<file path="src/rtl/lcd_scan_driver.sv">
// Multi-digit, time-multiplexed 7-segment driver with blink and alarm sequencing.
// Scans NUM_DIGITS BCD digits onto a shared segment bus, blinks during time entry,
// and rings an alarm when the running time matches the stored alarm time.
module lcd_scan_driver #(
    parameter int unsigned NUM_DIGITS   = 4,
    parameter int unsigned SCAN_DIV     = 1000,
    parameter int unsigned BLINK_FRAMES = 64,
    parameter int unsigned ALARM_CYCLES = 1000000
) (
    input  logic                    clk,
    input  logic                    reset_n,
    input  logic [4*NUM_DIGITS-1:0] key_time,
    input  logic [4*NUM_DIGITS-1:0] alarm_time,
    input  logic [4*NUM_DIGITS-1:0] current_time,
    input  logic                    show_new_time,
    input  logic                    show_alarm,
    input  logic                    alarm_enable,
    input  logic                    alarm_stop,
    output logic [7:0]              seg,
    output logic [NUM_DIGITS-1:0]   digit_sel,
    output logic                    sound_alarm
);

    localparam int unsigned IdxW  = $clog2(NUM_DIGITS);
    localparam int unsigned PreW  = $clog2(SCAN_DIV);
    // A single-frame blink period still needs a one-bit counter.
    localparam int unsigned BlkW  = (BLINK_FRAMES > 1) ? $clog2(BLINK_FRAMES) : 1;
    localparam int unsigned RingW = $clog2(ALARM_CYCLES);

    typedef enum logic [1:0] {StIdle, StRinging, StAcked} state_e;

    state_e                  state_q, state_d;
    logic [IdxW-1:0]         idx_q, idx_d;
    logic [PreW-1:0]         pre_q, pre_d;
    logic [BlkW-1:0]         blink_q, blink_d;
    logic                    blank_q, blank_d;
    logic [RingW-1:0]        ring_q, ring_d;
    logic                    match_q;
    logic [7:0]              seg_q, seg_d;
    logic [NUM_DIGITS-1:0]   sel_q, sel_d;

    logic [4*NUM_DIGITS-1:0] src;
    logic [3:0]              nib;
    logic                    tick, frame_end, match, rise, all_bcd;

    function automatic logic [6:0] decode(input logic [3:0] b);
        case (b)
            4'd0:    decode = 7'h3F;
            4'd1:    decode = 7'h06;
            4'd2:    decode = 7'h5B;
            4'd3:    decode = 7'h4F;
            4'd4:    decode = 7'h66;
            4'd5:    decode = 7'h6D;
            4'd6:    decode = 7'h7D;
            4'd7:    decode = 7'h07;
            4'd8:    decode = 7'h7F;
            4'd9:    decode = 7'h6F;
            default: decode = 7'h40;
        endcase
    endfunction

    // Source select, current nibble, alarm match detection.
    always_comb begin
        if (show_new_time)   src = key_time;
        else if (show_alarm) src = alarm_time;
        else                 src = current_time;
        nib     = '0;
        all_bcd = 1'b1;
        for (int i = 0; i < int'(NUM_DIGITS); i++) begin
            if (idx_q == IdxW'(i)) nib = src[4*i +: 4];
            if (current_time[4*i +: 4] > 4'd9) all_bcd = 1'b0;
        end
        tick      = (pre_q == PreW'(SCAN_DIV - 1));
        frame_end = tick && (idx_q == IdxW'(NUM_DIGITS - 1));
        match     = alarm_enable && (current_time == alarm_time) && all_bcd;
        rise      = match && !match_q;
    end

    // Prescaler, digit scan and segment/digit-enable next state.
    always_comb begin
        pre_d = tick ? '0 : pre_q + PreW'(1);
        idx_d = idx_q;
        seg_d = seg_q;
        sel_d = sel_q;
        if (tick) begin
            idx_d = (idx_q == IdxW'(NUM_DIGITS - 1)) ? '0 : idx_q + IdxW'(1);
            for (int i = 0; i < int'(NUM_DIGITS); i++) sel_d[i] = (idx_q == IdxW'(i));
            seg_d = blank_q ? 8'h00 : {alarm_enable && (idx_q == '0), decode(nib)};
        end
    end

    // Blink counter: counts whole frames only while a new time is being entered.
    always_comb begin
        blink_d = blink_q;
        blank_d = blank_q;
        if (!show_new_time) begin
            blink_d = '0;
            blank_d = 1'b0;
        end else if (frame_end) begin
            if (blink_q == BlkW'(BLINK_FRAMES - 1)) begin
                blink_d = '0;
                blank_d = !blank_q;
            end else begin
                blink_d = blink_q + BlkW'(1);
            end
        end
    end

    // Alarm FSM next state and ring counter.
    always_comb begin
        state_d = state_q;
        ring_d  = ring_q;
        unique case (state_q)
            StIdle: begin
                if (rise && alarm_stop) begin
                    state_d = StAcked;
                end else if (rise) begin
                    state_d = StRinging;
                    ring_d  = '0;
                end
            end
            StRinging: begin
                if (alarm_stop || !alarm_enable || ring_q == RingW'(ALARM_CYCLES - 1)) begin
                    state_d = StAcked;
                end else begin
                    ring_d = ring_q + RingW'(1);
                end
            end
            StAcked: begin
                if (!match) state_d = StIdle;
            end
            default: state_d = StIdle;
        endcase
    end

    // State registers.
    always_ff @(posedge clk or negedge reset_n) begin
        if (!reset_n) begin
            state_q <= StIdle;
            idx_q   <= '0;
            pre_q   <= '0;
            blink_q <= '0;
            blank_q <= 1'b0;
            ring_q  <= '0;
            match_q <= 1'b0;
            seg_q   <= 8'h00;
            sel_q   <= '0;
        end else begin
            state_q <= state_d;
            idx_q   <= idx_d;
            pre_q   <= pre_d;
            blink_q <= blink_d;
            blank_q <= blank_d;
            ring_q  <= ring_d;
            match_q <= match;
            seg_q   <= seg_d;
            sel_q   <= sel_d;
        end
    end

    assign seg         = seg_q;
    assign digit_sel   = sel_q;
    assign sound_alarm = (state_q == StRinging);

endmodule
</file>
<file path="config.mk">
export PLATFORM = sky130hd
export DESIGN_NAME = lcd_scan_driver
export DESIGN_NICKNAME = d
export VERILOG_FILES = /design/src/rtl/lcd_scan_driver.sv
export SDC_FILE = /design/constraint.sdc
export NUM_CORES = 1
export LEC_CHECK = 0
export ABC_AREA = 1
export CAP_MARGIN = 25
export CORE_MARGIN = 5
export CORE_UTILIZATION = 57
export CTS_CLUSTER_DIAMETER = 120
export DETAILED_ROUTE_END_ITERATION = 7
export GPL_TIMING_DRIVEN = 0
export PLACE_DENSITY = 0.94
export SYNTH_ARGS = -nofsm -noshare
export SYNTH_HDL_FRONTEND = slang
export SYNTH_SLANG_ARGS = --single-unit
</file>
<file path="constraint.sdc">
create_clock -name clk -period 3.05 [get_ports clk]
set_input_delay 0.7625 -clock clk [delete_from_list [all_inputs] [get_ports clk]]
set_output_delay 0.7625 -clock clk [all_outputs]
set_load 0.05 [all_outputs]
</file>
## Word-level counts from Yosys, hierarchy flattened

Memory sizes are Yosys's and may differ from the RTL's.
Cells that the tools add are included.

- Flip-flop bits (word level): 54
- Memories kept: 1
- Bits in read-only memories: 112

Memories:

| memory | words | width | read ports | clocked after Yosys merged registers in | write ports | line | source |
|---|---|---|---|---|---|---|---|
| (name not given) | 16 | 7 | 1 | 0 | 0 | 47 | `case (b)` |

- Reductions and logical operators: 17
- $lt $le $gt $ge: 4
- Add/sub/neg operators: 4
- Mux-type cells: 28
- Eq/ne operators: 17

Operators by type and width:

| kind | number |
|---|---|
| $mux W20 | 3 |
| $pmux W20 S2 | 1 |
| $mux W16 | 2 |
| $add A20 B1 Y20 const B | 1 |
| $eq A20 B20 Y1 const B | 1 |
| $mux W6 | 3 |
| $eq A16 B16 Y1 | 1 |
| $gt A4 B4 Y1 const B | 4 |
| $mux W4 | 4 |
| $add A10 B1 Y10 const B | 1 |
| $eq A10 B10 Y1 const B | 1 |
| $mux W10 | 1 |
| $mux W2 | 5 |
| $mux W8 | 1 |
| $ne A2 B2 Y1 const B | 4 |
| $mux W1 | 7 |
| $add A6 B1 Y6 const B | 1 |
| $eq A2 B2 Y1 const B | 3 |
| $eq A6 B6 Y1 const B | 1 |
| $logic_and A1 B1 Y1 | 6 |
| $ne A2 B1 Y1 const B | 3 |
| $pmux W2 S3 | 1 |
| $eq A2 B1 Y1 const B | 2 |
| $logic_not A2 Y1 | 2 |
| other kinds (8) | 11 |

## Logic depth before layout (Yosys ltp)

- Word-level depth: 10
- Gate-level depth with buffers: 17
- Gate-level depth less buffers: 17

## Least setup slack after synthesis

OpenSTA, ideal clock, no wires.

- Path type: input-to-reg
- From: input show_alarm
- To: register seg_q[3], in the netlist seg[3]
- Required time: 2932 ps
- Buffers on the path: 1
- Setup slack: 916 ps
- Stages on the path: 13
- Arrival time: 2016 ps
- Setup time: 118 ps
- Cell sequence: inv_2 buf_6 a21oi_1 o21ai_0 nand3_1 nand3_1 nand2_1 o21ai_0 ha_1 nand2_1 nand3_1 nand3_1 nand2_1

- Word-level cells in the longest chain between the ends: 8

Ends and longest elaborated chain:

| item | line | source |
|---|---|---|
| start, declared | 16 | `input logic show_alarm,` |
| $mux W16 (*) | 65 | `else if (show_alarm) src = alarm_time;` |
| $mux W16 (*) | 64 | `if (show_new_time) src = key_time;` |
| $mux W4 (3 in series) | 70 | `if (idx_q == IdxW'(i)) nib = src[4*i +: 4];` |
| $mux W4 (*) | 70 |  |
| $mem_v2 Z16 W7 (*) | -- |  |
| $mux W8 (*) | 88 | `seg_d = blank_q ? 8'h00 : {alarm_enable && (idx_q == '0), decode(nib)};` |
| end signal, assigned | 156 | `seg_q <= seg_d;` |
| end, declared | 39 | `logic [7:0] seg_q, seg_d;` |

Mark *: on every way between the ends. The rest lies on a longest branch, timed or not.
A chain may end at the register's enable or synchronous reset.

## Final worst setup path

- From: input show_alarm
- To: register seg_q[0], in the netlist seg[0]

The elaborated chain is that of the path after synthesis.

==> flow_summary.toml <==
[global_routing]
met1_usage_pct = 30.9
met2_usage_pct = 41.7
grt_max_degree = 31
globalRouteMet3Util_pct = 4.00
grt_pass1_wl_um = 16900
overflow = 0
antenna_found_initial = 0
busiest_layer = "met2"
grtUsageTotal_pct = 24.1
grt_pass1_vias = 3818

[power]
power_w = 0.00138
pwr-share-clk_pct = 30.3
p_per_area_nw_per_um2 = 301
p_int_w = 0.00102
swShare_pct = 26.4
power.switching_w = 0.000364
leakage_nw = 2.21
power_frac_seq_pct = 52.9
combPwrFrac_pct = 16.8
vdd.ir_drop.worst_mv = 0.234

[sta]
hold_viol_final = 0
period_minus_slack_ns = 2.77
whs_ns = 0.440
post-route-period-util_pct = 90.7
tightest_slew_ns = 0.591
drv_slew = 0
slew_headroom_pct = 60.6
setup-violations-final = 0
setup_slack_ns = 0.283
fmax_ghz = 0.361
rsz0062_at_grt = "false"
clock-skew-final_ns = 0.0113

[worst_setup_path]
worstPathRequired_ns = 3.30
worstSetupStartpoint = "show_alarm"
critical_path.startpoint_type = "primary input"
cp_top_family = "buffers and inverters"
cp.arrival_ns = 3.01
crit_fanout = 10
reg2reg_slack_ns = 0.49
max_stage_delay_ns = 0.61
critical_path_class = "primary input to flip-flop"
crit_chain = "clkdlybuf4s50_1 > inv_2 > buf_6 > a21oi_1 > o21ai_0 > a21oi_1 > nand2_1 > o21ai_1 > inv_1 > ha_1 > inv_1 > nand3_1 > nand3_1 > nand3_1 > nand2_1"
r2r_end = "seg[0]$_DFFE_PN0N_"
crit_path_end_kind = "flip-flop"
crit_end = "seg[0]$_DFFE_PN0N_"
crit_slowest_cell = "clkdlybuf4s50_1"
reg2reg_depth = 16
r2r-start = "idx_q[1]$_DFFE_PN0N_"
path_buf_inv = 5
cp_common_cell = "nand3_1"
worstSetupPathDepth = 15

[placement]
port_buffers = 66
gp_congestion = 0.954
dp_slack_ns = -0.0740
hpwlAfterDp_um = 7770

[synth]
synthCells = 536
ys_warn_count = 0
netlist_area_um2 = 3720
synth-seq-cells = 54
synth-edff-count = 0
synth_cell_types = 41
syn_nets = 602
synthFlopType = "dfrtp_1"
avgSynthCellArea_um2 = 6.94
yosysSeqAreaShare_pct = 36.3
synthArstFlopShare_pct = 100

[routing]
viasPerCell = 5.59
dr.first_iter.drc_count = 234
drc = 0
num_vias = 3848
firstDrtPassIters = 5
drtAntennaViolNets = 0
detail_route.wl_per_cell_um = 14.5
route.final.wire_length_um = 9940

[layout]
mostFrequentLayoutCells = "nand2_1, nor2_1, clkdlybuf4s50_1, inv_1, nand3_1"
nets = 676
finish.utilization_pct = 72.3
drive_gt1_share_pct = 7.04
antenna_cells = 0
final_common_cell = "nand2_1"
synthToLayoutAreaGrowth_pct = 23.3

[cts]
max-clock-path-buffers = 2
clk_pin_slew_worst_paths_ns = 0.10
cts.htree.levels = 2
cts_tree = "yes"
clk_latency_ns = 0.31
numCtsBuffers = 5
cts_root_buf = "clkbuf_8"
clock_sinks = 54

[floorplan]
die_y_um = 90.8
die_area_um2 = 8240
start_util_pct = 58.6
num_io_pins = 67
core-area_um2 = 6350
core.rowCount = 29
die_w_um = 90.8

[status]
status = "finished, final reports clean"

[flow_run]
cap_violations = 0

[hold_path]
hp-class = "primary input to asynchronous set/reset pin"
through the flow:
| step | setup TNS, ns | instances | instance area [um2] |
|---|---|---|---|
| CTS | 0 | 688 | 4590 |
| global placement | -17.11 | 679 | 4480 |
| global route | 0 | 688 | 4590 |
| finish | 0 | 688 | 4590 |
| detailed placement | -0.171 | 680 | 4490 |
| floorplan | 0 | 536 | 3720 |
final cells by class:
| class | count | area (um2) |
|---|---|---|
| Buffer | 9 | 56.3 |
| Clock buffer | 6 | 82.6 |
| Clock inverter | 2 | 12.5 |
| Fill cell | 515 | 1760 |
| Inverter | 64 | 240 |
| Multi-Input combinational cell | 409 | 2070 |
| Sequential cell | 54 | 1350 |
| Tap cell | 77 | 96.3 |
| Timing Repair Buffer | 67 | 676 |
power groups by stage:
stage          sequential, W  clock [W]  combinational [W]
2_1_floorplan       0.000744          0           0.000105
3_3_place_gp        0.000745          0           0.000221
3_5_place_dp        0.000745          0           0.000229
4_1_cts             0.000731   0.000421           0.000229
5_1_grt             0.000732   0.000455           0.000257
6_report            0.000731   0.000419           0.000232
cells in the mapped netlist, types with 4 or more instances:
master / instances / area share [%]
nand2_1: 140 / 14
nor2_1: 76 / 7.7
inv_1: 59 / 6.0
nand3_1: 56 / 7.5
dfrtp_1: 54 / 36
o21ai_0: 26 / 3.5
a21oi_1: 24 / 3.2
ha_1: 12 / 4.0
nand4_1: 10 / 1.7
nor3_1: 10 / 1.3
xor2_1: 10 / 2.4
buf_2: 6 / 0.81
a31oi_1: 5 / 0.84
inv_2: 5 / 0.50
or2_2: 4 / 0.67
timing repair:
action | 4_1_cts | 5_1_grt
setup buffers | 0 | 0
hold buffers | 0 | 0
endpoints found under the setup margin | 0 | 2
gates resized for setup | 0 | 1
worst min-delay path by stage:
stage | start | end | cells after the start
floorplan | pre_q[0]$_DFF_PN0_ | pre_q[0]$_DFF_PN0_ | 1
detailed placement | seg[4]$_DFFE_PN0N_ | seg[4]$_DFFE_PN0N_ | 2
finish | reset_n | state_q[0]$_DFFE_PN0P_ | 1
global route | reset_n | pre_q[3]$_DFF_PN0_ | 1
global placement | pre_q[0]$_DFF_PN0_ | pre_q[0]$_DFF_PN0_ | 1
CTS | reset_n | pre_q[3]$_DFF_PN0_ | 1
worst register-to-register path, cell delays in order (launching register included):
cell and delay [ns]:
dfrtp_1 0.42, inv_1 0.11, ha_1 0.26, inv_1 0.13
nand2_1 0.16, inv_1 0.09, a221o_1 0.30, nand3_1 0.07
nand2_1 0.06, o21ai_1 0.19, inv_1 0.12, ha_1 0.19
inv_1 0.05, nand3_1 0.11, nand3_1 0.11, nand3_1 0.07
nand2_1 0.08
logic make-up after synthesis:
family | share of synthesized area [%]
AO/OA/AOI/OAI | 11.2
XOR/XNOR | 3.06
adder cells (fa/ha/maj) | 4.03
buffers and inverters | 7.97
flip-flops | 36.3
AND/OR/NAND/NOR | 37.5
metal layers:
metal | share of wire [%] | vias to the layer above
li1 | - | 1890
met1 | 42 | 1794
met2 | 49 | 151
met3 | 7.2 | 13
met4 | 1.3 | 0
met5 | 0 | -
state kept, by name (all words and copies together) (netlist names):
signal     flops
seg            8
ring_q        20
match_q        1
digit_sel      4
blink_q        6
idx_q          2
state_q        2
blank_q        1
pre_q         10
(Power assumes the default switching activity.)
